$ cat config.mk
export PLATFORM = sky130hd
export DESIGN_NAME = final_bitstream_packer
export DESIGN_NICKNAME = d
export VERILOG_FILES = /design/src/rtl/final_bitstream_packer.sv
export SDC_FILE = /design/constraint.sdc
export NUM_CORES = 1
export LEC_CHECK = 0
export ABC_AREA = 1
export CORE_MARGIN = 3
export CORE_UTILIZATION = 49
export DETAILED_ROUTE_END_ITERATION = 16
export PLACE_DENSITY_LB_ADDON = 0.12
export SLEW_MARGIN = 20
export SYNTH_ARGS = -nofsm -noshare
export SYNTH_HDL_FRONTEND = slang
export SYNTH_SLANG_ARGS = --single-unit
$ cat constraint.sdc
create_clock -name i_clk -period 2 [get_ports i_clk]
set_input_delay 0.3 -clock i_clk [delete_from_list [all_inputs] [get_ports i_clk]]
set_output_delay 0.3 -clock i_clk [all_outputs]
set_load 0.03 [all_outputs]
$ cat src/rtl/final_bitstream_packer.sv
// Byte serialiser for 16-bit bitstream words with end-of-frame final-word stitching.
// Stream words queue in a small FIFO; on flush, the captured final words follow the queued words.
module final_bitstream_packer #(
    parameter int unsigned OUTPUT_BITSTREAM_WIDTH = 16,
    parameter int unsigned FIFO_DEPTH             = 4,
    parameter int unsigned COUNT_WIDTH            = 16
) (
    input  logic                              i_clk,
    input  logic                              i_rst_n,
    input  logic                              i_word_valid,
    input  logic [OUTPUT_BITSTREAM_WIDTH-1:0] i_word,
    output logic                              o_word_ready,
    input  logic                              i_flush,
    input  logic [1:0]                        i_flag,
    input  logic [OUTPUT_BITSTREAM_WIDTH-1:0] i_bit_1,
    input  logic [OUTPUT_BITSTREAM_WIDTH-1:0] i_bit_2,
    output logic                              o_byte_valid,
    output logic [7:0]                        o_byte,
    input  logic                              i_byte_ready,
    output logic                              o_last,
    output logic                              o_busy,
    output logic [COUNT_WIDTH-1:0]            o_byte_count,
    output logic                              o_done
);

    localparam int unsigned W        = OUTPUT_BITSTREAM_WIDTH;
    localparam int unsigned PtrW     = (FIFO_DEPTH > 1) ? $clog2(FIFO_DEPTH) : 1;
    localparam logic [PtrW:0] FifoFull = (PtrW + 1)'(FIFO_DEPTH);
    localparam logic [PtrW:0] FifoOne  = (PtrW + 1)'(1);

    typedef enum logic [1:0] {StStream, StDrain, StFinal, StDone} state_e;

    state_e                 r_state;
    state_e                 w_state_next;
    logic [W-1:0]           r_mem [FIFO_DEPTH];
    logic [PtrW-1:0]        r_wr_ptr;
    logic [PtrW-1:0]        r_rd_ptr;
    logic [PtrW:0]          r_fill;
    logic                   r_half;
    logic                   r_word_sel;
    logic                   r_rdy_en;
    logic [1:0]             r_flag;
    logic [W-1:0]           r_bit_1;
    logic [W-1:0]           r_bit_2;
    logic [COUNT_WIDTH-1:0] r_byte_count;

    logic         w_empty;
    logic         w_push;
    logic         w_pop;
    logic         w_fire;
    logic         w_capture;
    logic         w_drained;
    logic         w_has_final;
    logic         w_last_final;
    logic [W-1:0] w_cur_word;

    assign w_empty      = (r_fill == '0);
    // r_rdy_en keeps ready low until the first clock after reset release.
    assign o_word_ready = r_rdy_en && (r_state == StStream) && (r_fill != FifoFull);
    assign w_push       = i_word_valid && o_word_ready;
    assign w_capture    = (r_state == StStream) && i_flush;

    assign w_cur_word   = (r_state == StFinal) ? (r_word_sel ? r_bit_2 : r_bit_1)
                                               : r_mem[r_rd_ptr];
    assign o_byte_valid = (r_state == StFinal) || !w_empty;
    assign o_byte       = !o_byte_valid ? 8'h00
                        : (r_half ? w_cur_word[7:0] : w_cur_word[W-1:W-8]);
    assign w_fire       = o_byte_valid && i_byte_ready;
    assign w_pop        = w_fire && r_half && (r_state != StFinal);

    // Flag 3 is treated as "no final words".
    assign w_has_final  = (r_flag == 2'd1) || (r_flag == 2'd2);
    assign w_last_final = (r_flag != 2'd2) || r_word_sel;
    assign o_last       = (r_state == StFinal) && r_half && w_last_final;

    // Look ahead on the last pop so the final words follow without a bubble.
    assign w_drained    = w_empty || ((r_fill == FifoOne) && w_pop);

    assign o_busy       = (r_state != StStream) || !w_empty;
    assign o_done       = (r_state == StDone);
    assign o_byte_count = r_byte_count;

    always_comb begin
        w_state_next = r_state;
        unique case (r_state)
            StStream: if (i_flush) w_state_next = StDrain;
            StDrain:  if (w_drained) w_state_next = w_has_final ? StFinal : StDone;
            StFinal:  if (w_fire && o_last) w_state_next = StDone;
            StDone:   w_state_next = StStream;
            default:  w_state_next = StStream;
        endcase
    end

    always_ff @(posedge i_clk or negedge i_rst_n) begin
        if (!i_rst_n) begin
            r_state <= StStream;
        end else begin
            r_state <= w_state_next;
        end
    end

    always_ff @(posedge i_clk) begin
        if (w_push) begin
            r_mem[r_wr_ptr] <= i_word;
        end
    end

    always_ff @(posedge i_clk or negedge i_rst_n) begin
        if (!i_rst_n) begin
            r_wr_ptr     <= '0;
            r_rd_ptr     <= '0;
            r_fill       <= '0;
            r_half       <= 1'b0;
            r_word_sel   <= 1'b0;
            r_rdy_en     <= 1'b0;
            r_flag       <= 2'd0;
            r_bit_1      <= '0;
            r_bit_2      <= '0;
            r_byte_count <= '0;
        end else begin
            r_rdy_en <= 1'b1;
            if (w_push) begin
                r_wr_ptr <= r_wr_ptr + PtrW'(1);
            end
            if (w_pop) begin
                r_rd_ptr <= r_rd_ptr + PtrW'(1);
            end
            if (w_push && !w_pop) begin
                r_fill <= r_fill + FifoOne;
            end else if (!w_push && w_pop) begin
                r_fill <= r_fill - FifoOne;
            end
            if (w_fire) begin
                r_half <= !r_half;
            end
            if (w_capture) begin
                r_flag     <= i_flag;
                r_bit_1    <= i_bit_1;
                r_bit_2    <= i_bit_2;
                r_word_sel <= 1'b0;
            end else if ((r_state == StFinal) && w_fire && r_half) begin
                r_word_sel <= 1'b1;
            end
            if (r_state == StDone) begin
                r_byte_count <= '0;
            end else if (w_fire && (r_byte_count != '1)) begin
                r_byte_count <= r_byte_count + COUNT_WIDTH'(1);
            end
        end
    end

endmodule

# After elaboration in Yosys (flattened, before gate mapping)
# Memory sizes are Yosys's and may differ from the RTL's.
# Index checks and enable logic that the tools add are counted.
word_totals:
  reg_bits: 62
  latchBits: 0
  ramBits: 64
  romBits: 0
  input_bits: 55
  memories: 1
memory_table:
  columns: ["memory", "words", "width", "read_ports", "rd_clocked_by_memory_dff", "write_ports", "line", "rtl"]
  rows:
  - ["r_mem", 4, 16, 1, 0, 1, "35", "logic [W-1:0] r_mem [FIFO_DEPTH];"]
op_classes:
  add_sub_neg: 5
  mul: 0
  n_div: 0
  order_cmp: 0
  eq_ne: 13
  shift: 0
  mux: 17
  bitwise_logic: 0
  reduce_logical: 32
ops:
  columns: ["operator", "n"]
  rows:
  - ["two-way mux 16 bit", 4]
  - ["adder 16 x 1 -> 16 bit (second input constant)", 1]
  - ["logical AND 1 bit", 16]
  - ["two-way mux 8 bit", 2]
  - ["!= test 16 bit (second input constant)", 1]
  - ["!= test 2 bit (second input constant)", 4]
  - ["one-hot mux 2 bit (4 select lines)", 1]
  - ["nonzero test 2 bit", 4]
  - ["equality test 2 bit (second input constant)", 3]
  - ["two-way mux 2 bit", 3]
  - ["two-way mux 3 bit", 2]
  - ["logical OR 1 bit", 5]
  - ["two-way mux 1 bit", 5]
  - ["adder 2 x 1 -> 2 bit (second input constant)", 2]
  - ["equality test 2 x 1 -> 1 bit (second input constant)", 2]
  - ["logical NOT 1 bit", 4]
  - ["adder 3 x 1 -> 3 bit (second input constant)", 1]
  - ["equality test 3 x 1 -> 1 bit (second input constant)", 1]
  - ["logical NOT 3 bit", 1]
  - ["!= test 3 bit (second input constant)", 1]
  - ["AND reduction 3 bit", 1]
  - ["subtractor 3 x 1 -> 3 bit (second input constant)", 1]
  - ["logical NOT 2 bit", 1]
  - ["!= test 2 x 1 -> 1 bit (second input constant)", 1]

# Depth between registers and ports, before layout
logic_depth:
  depth_word: 10
  ltp_mapped: 12
  depth_no_buf: 12

# Least setup slack after synthesis
# Ideal clock, no wire load.
synth_path:
  path_kind: "reg-to-reg"
  start: "register r_state[0]"
  end: "memory r_mem[0][0] in the netlist's numbering, enable pin"
  setup_ns: 0.389
  arrival_time_ns: 2.314
  required_ns: 1.611
  path_slack_ns: -0.703
  stages_incl_launch_ff: 7
  n_path_buf: 0
  path_cell_list: "dfrtp_1 inv_1 ha_1 nand2_1 a21oi_1 nand2_1 nor2_1"
synth_via:
  elab_chain_cells: 6
synth_rtl:
  columns: ["item", "line", "rtl"]
  rows:
  - ["start: declaration", "33", "state_e r_state;"]
  - ["start signal: assignment", "96", "r_state <= StStream;"]
  - ["start signal: assignment", "98", "r_state <= w_state_next;"]
  - ["logical NOT 2 bit", "59", "assign o_word_ready = r_rdy_en && (r_state == StStream) && (r_fill != FifoFull);"]
  - ["logical AND 1 bit (2 in a row)", "59", null]
  - ["net o_word_ready", "12", "output logic o_word_ready,"]
  - ["logical AND 1 bit", "60", "assign w_push = i_word_valid && o_word_ready;"]
  - ["two-way mux 1 bit", "103", "if (w_push) begin"]
  - ["two-way mux 1 bit (implied by the code)", "104", "r_mem[r_wr_ptr] <= i_word;"]
  - ["end: declaration", "35", null]
# The timed path passes the listed nets, and every way through them passes these cells.

# Worst setup path in the final report
layout_path:
  start: "register r_rd_ptr[1]"
  end: "output port o_byte[6]"
layout_via:
  elab_chain_cells: 4
layout_rtl:
  columns: ["item", "line", "rtl"]
  rows:
  - ["start: declaration", "37", "logic [PtrW-1:0] r_rd_ptr;"]
  - ["start signal: assignment", "126", "r_rd_ptr <= r_rd_ptr + PtrW'(1);"]
  - ["memory read (4 x 16 bit)", null, null]
  - ["two-way mux 16 bit", "63", "assign w_cur_word = (r_state == StFinal) ? (r_word_sel ? r_bit_2 : r_bit_1)"]
  - ["two-way mux 8 bit", "67", ": (r_half ? w_cur_word[7:0] : w_cur_word[W-1:W-8]);"]
  - ["two-way mux 8 bit", "66", "assign o_byte = !o_byte_valid ? 8'h00"]
  - ["end: declaration", "18", "output logic [7:0] o_byte,"]
# No other way between the ends.

==> flow_summary_export.csv <==
group,metric,value,unit
synthesis,synth_seq_cells,126,
placed_design,portBuffers,83,
hold_path,holdPathStages,3,
timing,max_freq,480,MHz
worst_setup_path,startpoint_type,"flip-flop",
synthesis,ys.flop_type,"edfxtp_1",
floorplanning,die_area,13400,um2
worst_setup_path,endpoint_kind,"primary output",
route,drtPass1Iterations,6,
clock_network,cts_tree,"yes",
route,drt_iter0_drc,486,
timing,period_share,104,%
layout,nets,853,
timing,finalHoldViolCount,0,
worst_setup_path,cpPeakStageDelay,0.35,ns
synthesis,synth_top_area_share,32.7,%
hold_path,hp-start,"i_bit_1[12]",
global_routing,grt_pass1_wl,22.9,mm
placed_design,gp_congestion,0.842,
synthesis,yosysWarnings,0,
worst_setup_path,slowest_stage,"dfrtp_1",
layout,syn2layout_area_growth,37.3,%
floorplanning,io_pins,84,
timing,setup_tns,-0.320,ns
worst_setup_path,reg2reg_from,"r_state[1]",
run_status,violations,"negative setup slack",
worst_setup_path,cp.arrival,1.78,ns
synthesis,synth-simple-area-share,25.4,%
worst_setup_path,r2r.worst_path.cells,9,
clock_network,cts.clk_slew.worst_paths,0.05,ns
synthesis,syn_area,5880,um2
global_routing,antenna_found_initial,0,
flow_run,maxCapViolations,0,
timing,finalWorstSetupSlack,-0.0824,ns
timing,whs,0.419,ns
route,wl_per_cell,15.4,um
synthesis,synth_compound_area_share,6.15,%
placed_design,dp_slack,-0.118,ns
global_routing,grt_overflow,0,
placed_design,dp_hpwl,9.72,mm
hold_path,hp-class,"primary input to flip-flop",
timing,rsz0062_at_grt,"yes",
timing,clock_skew,0.00976,ns
layout,num_antenna_cells,0,
synthesis,ys_async_sr_fraction,49.2,%
worst_setup_path,reg2reg_slack,0.11,ns
worst_setup_path,critPathMaxFanout,4,
timing,setup_violations,8,
worst_setup_path,cp.required,1.70,ns
synthesis,synth_top_family_by_area,"simple AND/OR/NAND/NOR gates",
worst_setup_path,cp_cell_sequence,"inv_2 > buf_12 > buf_6 > buf_6 > nor2_4 > o21ai_1 > o21ai_1 > nand2_1 > nand2_1 > nand2_1 > nand2_2 > buf_6",
global_routing,groute.usage.overall,22.3,%
synthesis,synth_mux_area_share,0,%
layout,fillerInstances,854,
worst_setup_path,r2r-end,"r_fill[2]",
timing,period_needed,2.08,ns
clock_network,ctsLongestPathBuffers,2,
run_status,outcome,"finished, violations left",
synthesis,synth_cell_type_count,28,
timing,drv_slew,0,
synthesis,yosysSeqAreaShare,59.1,%
global_routing,grt_pass1_vias,4792,
layout,drive_gt1_share,17.4,%
worst_setup_path,crit_type,"flip-flop to primary output",
hold_path,whs_endpoint,"r_bit_1[12]",
synthesis,synth_xor_area_share,1.94,%
floorplanning,coreArea,11600,um2
clock_network,clock_latency,0.41,ns
clock_network,cts_made_buffers,17,
layout,multiInputGateArea,2300,um2
clock_network,cts_root_buffer,"clkbuf_16",
route,wl,14.4,mm
clock_network,cts_max_level,4,
synthesis,syn-num-nets,723,
route,postRouteAntennaNets,0,
synthesis,synth_area_per_cell,9.02,um2
synthesis,synth_fa_ha_area_share,3.40,%
route,avgViaCountPerCell,5.22,
power,p_leak,3.53,nW
power,powerDensity,1530,nW/um2
floorplanning,die_h,116,um
clock_network,cts_sinks,126,
power,irDropWorstVdd,0.695,mV
synthesis,synth_top_cells_by_area,"edfxtp_1 (33%), dfrtp_1 (26%), nand2_1 (16%)",
synthesis,synth_top_cell_by_area,"edfxtp_1",
global_routing,grt_max_degree,37,
route,num_vias,4895,
floorplanning,rows,39,
floorplanning,die_w,116,um
synthesis,synth_edf_count,64,
floorplanning,start_util,50.8,%
layout,regArea,3470,um2
route,drcViolationCount,0,
synthesis,syn_inst,652,
[how the worst max path moves through the flow]
stage                startpoint   endpoint  cells past startpoint
global placement    r_rd_ptr[1]  o_byte[3]                     11
detailed placement  r_rd_ptr[1]  o_byte[0]                     11
finish              r_rd_ptr[1]  o_byte[6]                     12
global route        r_rd_ptr[1]  o_byte[6]                     12
CTS                 r_rd_ptr[1]  o_byte[6]                     12
floorplan            r_state[0]  r_fill[2]                     11
[sequential cells by signal (all words and copies together) (netlist names), 3 cells and up]
signal,flops
r_bit_1,16
r_bit_2,16
r_fill,3
r_mem,64
o_byte_count,16
[logic make-up after synthesis]
kind of cell	Yosys count
AND/OR/NAND/NOR	373
flip-flops	126
AO/OA/AOI/OAI	66
buffers and inverters	57
adder cells (fa/ha/maj)	16
XOR/XNOR	13
other	1
[metal layers]
layer | track usage (%) | vias to the layer above | wire [um]
li1 | - | 2387 | -
met1 | 29.9 | 2323 | 6290
met2 | 35.4 | 170 | 7040
met3 | 6.16 | 15 | 914
met4 | 7.51 | 0 | 183
met5 | 0 | - | 0
[report_power, final]
group	leakage (nW)	total (mW)	switching, mW	internal (mW)
sequential	1.36	3.61	0.326	3.29
combinational	1.86	5.36	3.14	2.23
clock	0.314	3.34	1.08	2.26
total	3.53	12.3	4.55	7.77
[what timing repair did]
action	CTS	global route
pin swaps	8	11
endpoints found under the setup margin	22	16
gates cloned	0	0
hold buffers	1	0
hold endpoints to repair	62	0
gates resized for setup	76	14
buffers inserted	5	5
[layout make-up]
type	instances	area share [%]
Inverter	32	1.52
Sequential cell	126	43.0
Clock inverter	13	2.39
Multi-Input combinational cell	469	28.5
Clock buffer	19	5.61
Timing Repair Buffer	136	16.7
Tap cell	143	2.22
[layout by cell type, fill, tap and decap left out, types with 2 or more instances in the layout]
master,n
buf_12,7
clkinv_1,3
inv_1,20
xor2_1,12
inv_2,10
ha_1,12
o22ai_1,8
dfrtp_1,62
ha_2,2
o21bai_1,4
o21ai_1,15
clkbuf_8,2
buf_4,39
ha_4,2
nand2_2,6
a21oi_1,2
o21ai_2,2
nand3_1,33
clkbuf_16,17
clkinv_2,4
nand4_1,13
clkdlybuf4s50_1,69
o21ai_0,32
nor2_2,8
nand2_1,245
bufinv_16,5
buf_6,17
edfxtp_1,64
nor2_1,59
clkinvlp_4,2
nor2_4,6
[synthesized netlist by cell type, types with 3 or more instances]
master and number:
nand2_1 249, nor2_1 71, edfxtp_1 64, dfrtp_1 62, o21ai_0 48, nand3_1 34
inv_1 27, clkbuf_1 16, ha_1 16, nand4_1 13, xor2_1 12, o22ai_1 8
buf_2 7, a21oi_1 4, o21bai_1 4, inv_2 3, nand2_2 3
[worst max-delay path: cells and delay by family, from the launching register on]
family | cells | cell delay (ns)
flops | 1 | 0.35
compound gates | 2 | 0.16
buf+inv | 5 | 0.54
simple gates | 5 | 0.33
[metrics by stage]
step	power, mW	area [um2]	instances	util (%)
final	12.3	8070	938	69.8
after global routing	13.1	8070	938	69.8
after CTS	12.2	7990	933	69.1
after detailed placement	8.48	7210	895	62.4
after global placement	8.34	7210	895	62.4
after floorplan	6.57	5940	652	-
(Power assumes the default switching activity.)
